===== config.mk =====
export PLATFORM = sky130hd
export DESIGN_NAME = sata_link_frame_fifo
export DESIGN_NICKNAME = d
export VERILOG_FILES = /design/src/rtl/sata_link_fifo_pkg.sv /design/src/rtl/sata_link_fifo_ram.sv /design/src/rtl/sata_link_frame_fifo.sv
export SDC_FILE = /design/constraint.sdc
export NUM_CORES = 2
export LEC_CHECK = 0
export BUFFER_PORTS_ARGS = -buffer_cell sky130_fd_sc_hd__buf_2
export CAP_MARGIN = 20
export CORE_ASPECT_RATIO = 0.7
export CORE_MARGIN = 4
export CORE_UTILIZATION = 35
export DETAILED_ROUTE_END_ITERATION = 12
export PLACE_DENSITY = 0.48
export SLEW_MARGIN = 25
export SYNTH_ARGS = -nofsm -noshare
export SYNTH_HDL_FRONTEND = slang
export SYNTH_MEMORY_MAX_BITS = 65536
export SYNTH_SLANG_ARGS = --single-unit

===== constraint.sdc =====
create_clock -name clk -period 8.35 [get_ports clk]
set_clock_uncertainty 0.15 [all_clocks]
set_input_delay 1.67 -clock clk [delete_from_list [all_inputs] [get_ports clk]]
set_output_delay 1.67 -clock clk [all_outputs]
set_load 0.01 [all_outputs]

===== src/rtl/sata_link_fifo_pkg.sv =====
// sata_link_fifo_pkg: shared mode names and write-side state encoding for the link frame FIFO.
package sata_link_fifo_pkg;
    localparam string MODE_CUT = "CUT";
    localparam string MODE_SAF = "SAF";
    typedef enum logic [0:0] {W_FRAME, W_DISCARD} wstate_t;
endpackage


===== src/rtl/sata_link_fifo_ram.sv =====
// sata_link_fifo_ram: simple dual-port RAM, one write port and one registered read port.
module sata_link_fifo_ram #(
    parameter int WIDTH = 34,
    parameter int DEPTH = 128,
    parameter int AW = $clog2(DEPTH)
) (
    input  logic             clk,
    input  logic             we,
    input  logic [AW-1:0]    waddr,
    input  logic [WIDTH-1:0] wdata,
    input  logic [AW-1:0]    raddr,
    output logic [WIDTH-1:0] rdata
);
    logic [WIDTH-1:0] mem [DEPTH];
    always_ff @(posedge clk) begin
        if (we) mem[waddr] <= wdata;
        rdata <= mem[raddr];
    end
endmodule


===== src/rtl/sata_link_frame_fifo.sv =====
// sata_link_frame_fifo: single-clock frame FIFO with cut-through or store-and-forward commit,
// show-ahead read side and oversize/error frame discard.
module sata_link_frame_fifo
    import sata_link_fifo_pkg::*;
#(
    parameter int    DWIDTH   = 32,
    parameter int    DEPTH    = 128,
    parameter int    AE_LEVEL = 2,
    parameter int    AF_LEVEL = DEPTH / 2,
    parameter string MODE     = "CUT",
    parameter int    DROP_ERR = 0
) (
    input  logic                     clk,
    input  logic                     reset,
    input  logic [DWIDTH-1:0]        wr_data,
    input  logic                     wr_eop,
    input  logic                     wr_err,
    input  logic                     wr_req,
    output logic                     wr_full,
    output logic                     wr_almostfull,
    output logic [$clog2(DEPTH):0]   wr_used,
    output logic                     wr_ovf,
    output logic                     wr_drop,
    output logic [DWIDTH-1:0]        rd_data,
    output logic                     rd_eop,
    output logic                     rd_err,
    input  logic                     rd_req,
    output logic                     rd_empty,
    output logic                     rd_almostempty,
    output logic [$clog2(DEPTH):0]   rd_frames
);
    localparam int AW = $clog2(DEPTH);
    localparam int PW = AW + 1;
    localparam bit CUT = (MODE == MODE_CUT);
    localparam bit SAF = (MODE == MODE_SAF);
    localparam bit DROP = SAF && (DROP_ERR != 0);

    logic [PW-1:0] rp, wp, cwp, rp_nx, wp_nx, cwp_nx, readable;
    logic [DWIDTH+1:0] word, ram_q, byp_q;
    logic wr_acc, rd_acc, ovf_drop, err_drop, commit, byp;
    wstate_t state;

    assign wr_used = wp - rp;
    assign readable = cwp - rp;
    assign wr_full = wr_used == PW'(DEPTH);
    assign wr_almostfull = wr_used >= PW'(AF_LEVEL);
    assign rd_empty = readable == '0;
    assign rd_almostempty = readable < PW'(AE_LEVEL);
    assign wr_acc = wr_req && !wr_full && state == W_FRAME;
    assign rd_acc = rd_req && !rd_empty;
    // a frame that cannot fit even with nothing else resident is abandoned
    assign ovf_drop = SAF && state == W_FRAME && wr_req && wr_full && rd_frames == '0;
    assign err_drop = DROP && wr_acc && wr_eop && wr_err;
    assign commit = wr_acc && wr_eop && !err_drop;
    assign wp_nx = (ovf_drop || err_drop) ? cwp : wp + PW'(wr_acc);
    assign cwp_nx = CUT ? wp_nx : commit ? wp + 1'b1 : cwp;
    assign rp_nx = rp + PW'(rd_acc);
    assign word = {wr_err, wr_eop, wr_data};
    // RAM reads old data on a same-address write, so a word landing at the head is forwarded
    assign {rd_err, rd_eop, rd_data} = byp ? byp_q : ram_q;

    sata_link_fifo_ram #(.WIDTH(DWIDTH + 2), .DEPTH(DEPTH), .AW(AW)) u_ram (
        .clk   (clk),
        .we    (wr_acc),
        .waddr (wp[AW-1:0]),
        .wdata (word),
        .raddr (rp_nx[AW-1:0]),
        .rdata (ram_q)
    );

    always_ff @(posedge clk) begin
        if (reset) begin
            rp        <= '0;
            wp        <= '0;
            cwp       <= '0;
            state     <= W_FRAME;
            rd_frames <= '0;
            wr_ovf    <= 1'b0;
            wr_drop   <= 1'b0;
            byp       <= 1'b0;
        end else begin
            rp        <= rp_nx;
            wp        <= wp_nx;
            cwp       <= cwp_nx;
            rd_frames <= rd_frames + PW'(commit) - PW'(rd_acc && rd_eop);
            wr_ovf    <= wr_req && state == W_FRAME && !wr_acc && !ovf_drop;
            wr_drop   <= ovf_drop || err_drop;
            byp       <= wr_acc && wp[AW-1:0] == rp_nx[AW-1:0];
            state     <= ovf_drop ? W_DISCARD :
                         (state == W_DISCARD && wr_req && wr_eop) ? W_FRAME : state;
        end
    end

    always_ff @(posedge clk) byp_q <= word;
endmodule

; ---- Word level (Yosys, flattened, before mapping)
; Memories as Yosys holds them, arrays and structs flattened. A register that Yosys moved wholly into a read port is not among the register bits.
; Cells that the tools add are included.
[word_totals]
mem_count = 1
elab_cells = 29
mem_bits_rw = 4352
input_bits = 38
ff_bits = 60
[mem_list]
columns = name, depth, width, read_ports, rd_ports_with_merged_regs, write_ports, line
row1 = u_ram.mem, 128, 34, 1, 1, 1, sata_link_fifo_ram.sv:14  ; logic [WIDTH-1:0] mem [DEPTH];
[op_classes]
n_addsub = 5
magnitude_cmp = 2
mux = 3
eq_ne = 2
n_reduce_logical = 10
[ops]
columns = op, n
row1 = $mux W34, 1
row2 = $add A8 B1 Y8, 3
row3 = $eq A8 B8 Y1 const B, 1
row4 = $ge A8 B7 Y1 const B, 1
row5 = $logic_not A8 Y1, 1
row6 = $lt A8 B2 Y1 const B, 1
row7 = $sub A8 B1 Y8, 1
row8 = $sub A8 B8 Y8, 1
row9 = $eq A7 B7 Y1, 1
row10 = $logic_and A1 B1 Y1, 6
row11 = $logic_not A1 Y1, 3
row12 = $mux W1, 2

; ---- Logic depth before layout (Yosys ltp)
[depth]
depth_word = 7
ltp_mapped = 26
mapped_depth_nobuf = 23

; ---- Modules after synthesis
; Synthesis repeated with hierarchy kept, for this count alone.
[unflattened]
cells_unflattened = 6626
area_unflattened_um2 = 168845.7
[modules_own_cells]
columns = module, area_per_inst_um2, n_inst, cells_each, seq_area_each_um2
row1 = sata_link_fifo_ram, 165965.4, 1, 6353, 131366.0
row2 = sata_link_frame_fifo, 2880.3, 1, 273, 1201.2

; ---- Least setup slack after synthesis
; No wires, ideal clock.
[synth_timing]
path_type = reg2reg
startpoint = register wp[0]
endpoint = memory u_ram.mem[78][0] (enable)
slack_ps = 1625
stages_incl_launch_ff = 15
arrival_ps = 6052
period_less_slack_ps = 6725
cell_sequence = dfxtp_1 -> inv_1 -> ha_1 -> inv_1 -> fa_1 -> a21o_1 -> a21oi_2 -> o21bai_1 -> a21oi_1 -> xnor2_1 -> and4b_1 -> buf_2 -> buf_6 -> buf_6 -> nor4b_1
[synth_between]
elab_chain_len = 6
[synth_rtl]
columns = item, line
row1 = from (decl), sata_link_frame_fifo.sv:38  ; logic [PW-1:0] rp, wp, cwp, rp_nx, wp_nx, cwp_nx, readable;
row2 = from (signal assigned), sata_link_frame_fifo.sv:83  ; wp <= wp_nx;
row3 = $sub A8 B8 Y8, n/a
row4 = via wr_used[6], sata_link_frame_fifo.sv:21  ; output logic [$clog2(DEPTH):0] wr_used,
row5 = $eq A8 B8 Y1, sata_link_frame_fifo.sv:45  ; assign wr_full = wr_used == PW'(DEPTH);
row6 = $logic_not A1 Y1, sata_link_frame_fifo.sv:49  ; assign wr_acc = wr_req && !wr_full && state == W_FRAME;
row7 = $logic_and A1 B1 Y1, sata_link_frame_fifo.sv:49
row8 = $mux W1, sata_link_fifo_ram.sv:16  ; if (we) mem[waddr] <= wdata;
row9 = $mux W1 (not written as such), sata_link_fifo_ram.sv:16
row10 = to (decl), sata_link_fifo_ram.sv:14
; The timed path passes the listed nets, and every way through them passes these cells.

==> impl_metrics.toml <==
[global_route]
grt_first_pass_wirelength_mm = 727
grt_overflow_total = 0
grt_usage_pct = 20.9
antenna_found_initial = 39
grt_max_degree = 106
grt_pass1_vias = 84800

[timing]
finalSetupViolCount = 0
rsz0062_at_grt = "no"
slew_headroom_pct = 22.6
holdWs_ns = 0.355
fmax_ghz = 0.144
period_share_pct = 83.2
fin_crit_ns = 6.95
worst_pin_slew_ns = 1.16
tns_ns = 0
drv_slew = 0
hold_viol_final = 0

[detailed_routing]
final_antenna_net_count = 0
drc = 0
drt_iter0_drc = 11900
firstDrtPassIters = 5
vias = 86000
avgRoutedWirePerCell_um = 35.0
wirelength_mm = 533
via_per_inst = 5.66

[clock_network]
cts_setup_buffers = 0
cts_tree = "yes"
clkTransAtPathRegs_ns = 0.07
htree_num_levels = 5
cts_hold_buf = 0
worstSkewPairLatency_ns = 0.98
post_cts_resized = 0
numClockSinks = 4446
cts_buffers = 420
clockBufferDepth = 4
root_buffer = "clkbuf_16"

[yosys]
yosys_warnings = 0
synth_cell_types = 51
postSynthCellCount = 7913
synth_edf_count = 4352
yosysTopAreaCell = "edfxtp_1"
synth_area_leaders = "edfxtp_1, mux4_2, nand2_1"
syn_area_um2 = 170000
ys_seq_elements = 4446
synth_nets = 7972
yosysTopAreaCellShare_pct = 76.7
avgSynthCellArea_um2 = 21.5
yosysSeqAreaShare_pct = 77.8
synth_flop_cell = "edfxtp_1"
ys_async_sr_fraction_pct = 0

[hold_path]
worstHoldPathType = "reg -> reg"

[layout]
drive_gt1_share_pct = 27.5
final_cells = 15200
multiInputGateArea_um2 = 36800
fillers = 42900
area.sequential_um2 = 133000
fin_nets = 8414
area_growth_pct = 14.8

[critical_path]
cp-end-kind = "flop"
cp_cell_sequence = "inv_1, ha_1, inv_1, fa_1, a21o_1, a21oi_2, xnor2_1, or3_1, nor3_2, nor4b_2, nor2b_1, ha_4, ha_4, xnor2_2, buf_4, buf_4, buf_4, nand2_1, a31oi_1, nand4_1, nand4_1"
path_max_fanout = 27
cp_num_buf_inv = 5
worstSetupPathType = "reg -> reg"
critPathTopFamily = "simple AND/OR/NAND/NOR gates"
critPathMostFrequentCell = "buf_4"
slowest_delay_ns = 0.92
start_kind = "flop"
crit_required_ns = 9.07
crit_slowest_cell = "nand4_1"
arrival_ns = 7.67

[pwr]
p_comb_share_pct = 20.9
power_density_nw_per_um2 = 284
p_leak_nw = 60.7
p_int_w = 0.0407
seq_power_share_pct = 44.8
p_sw_share_pct = 26.8
clkPwrFrac_pct = 34.3
peakVddDrop_uv = 202
power_switching_w = 0.0149

[placed_design]
hpwl_mm = 303
gp_congestion = 0.784
placedCellCount = 14400
portBuffers = 92

[die]
io_pins = 94
dieArea_um2 = 498000
core_area_um2 = 485000
rows = 214
start_util_pct = 35.1
die_h_um = 592
fp.dieW_um = 842

[run_status]
status = "completed"

[job]
cap_violations = 0
sequential cells by signal (all words and copies together) (netlist names):
| signal | flops |
|---|---|
| wp | 8 |
| u_ram.mem | 4352 |
| u_ram.rdata | 34 |
| rp | 8 |
| wr_ovf | 1 |
| byp | 1 |
| byp_q | 34 |
| rd_frames | 8 |
worst reg2reg max path: cells and delay by family, from the launching register on:
| kind | cells | cell delay (ns) |
|---|---|---|
| buffers and inverters | 5 | 1.53 |
| adders and majority gates | 4 | 1.04 |
| xor gates and xnor gates | 2 | 0.32 |
| DFF | 1 | 0.37 |
| AOI/OAI and AO/OA | 3 | 1.08 |
| and+or+nand+nor | 7 | 2.38 |
power groups by stage:
stage | Combinational [W] | Clock, W | Sequential (W)
3_5_place_dp | 0.0119 | 0 | 0.0254
3_3_place_gp | 0.0118 | 0 | 0.0254
4_1_cts | 0.0119 | 0.0194 | 0.0249
2_1_floorplan | 0.00781 | 0 | 0.0252
5_1_grt | 0.0125 | 0.0204 | 0.0249
6_report | 0.0116 | 0.0190 | 0.0249
through the flow:
step                total power, W  utilization (%)  cell area [um^2]  worst slack (ns)
global placement            0.0372             37.4            182000              1.08
global route                0.0577             40.3            196000              1.08
CTS                         0.0562             40.3            195000              1.44
finish                      0.0556             40.3            196000              1.40
floorplan                   0.0330                -            170000              1.63
detailed placement          0.0372             37.5            182000              1.45
path summary, 6_finish.rpt:
path              start         endpoint  slack, ns  depth (start not counted)
setup / recovery  wp[0]  u_ram.rdata[12]       1.40                         21
hold / removal    wp[7]            wp[7]       0.35                          2
setup reg to reg  wp[0]  u_ram.rdata[12]       1.40                         21
hold reg to reg   wp[7]            wp[7]       0.35                          2
metal layers:
metal	track usage [%]	share of wire, %	up-vias	wire length, um
met2	31.2	44	3627	236000
li1	-	-	34000	-
met5	0	0.0038	-	20
met3	3.65	7.9	540	41900
met4	4.01	2.0	4	10600
met1	32.4	46	47800	244000
cells by family (layout without fill, tap and decap cells):
kind of cell             Yosys count  after routing  synth area share (%)
XOR/XNOR                          33             33                 0.174
multiplexers                    1292           1292                  15.6
AND/OR/NAND/NOR                 1240           1240                  3.54
other                              1             18               0.00220
AO/OA/AOI/OAI                    379            379                  1.49
adder cells (fa/ha/maj)           21             21                 0.163
flip-flops                      4446           4446                  77.8
buffers and inverters            501           1292                  1.25
layout make-up:
class | instances | share of cell area [%]
flip-flops and latches | 4446 | 67.8
clock inverters | 233 | 1.08
clock buffers | 538 | 5.77
well taps | 6480 | 4.14
diodes | 17 | 0.0217
inverters | 21 | 0.0403
multi-input cells | 2966 | 18.8
repair buffers | 500 | 2.35
cell usage after synthesis (54+ instances only):
cell type     n
a211oi_1    137
a21oi_1     110
a31oi_1      68
and2_1       70
buf_2       152
clkbuf_1    268
dfxtp_1      94
edfxtp_1   4352
mux2i_1     170
mux4_2     1088
nand2_1     618
nand3_1     215
nand4_1     102
nor2b_1      54
nor4_1       66
nor4b_1      66
cells in the final DEF (no fill, tap or decap), types with 68 or more instances in the layout:
| master | synthesis | final |
|---|---|---|
| buf_4 | 12 | 360 |
| nand3_1 | 215 | 210 |
| edfxtp_1 | 4352 | 4352 |
| mux2i_1 | 170 | 170 |
| clkinv_2 | 0 | 80 |
| nand2_1 | 618 | 618 |
| mux4_2 | 1088 | 1088 |
| a21oi_1 | 110 | 98 |
| clkinv_1 | 0 | 81 |
| and2_1 | 70 | 70 |
| a31oi_1 | 68 | 68 |
| clkbuf_1 | 268 | 94 |
| clkbuf_16 | 0 | 428 |
| nand4_1 | 102 | 102 |
| dfxtp_1 | 94 | 92 |
| a211oi_1 | 137 | 130 |
No activity file was read; power rests on OpenSTA's default activity.
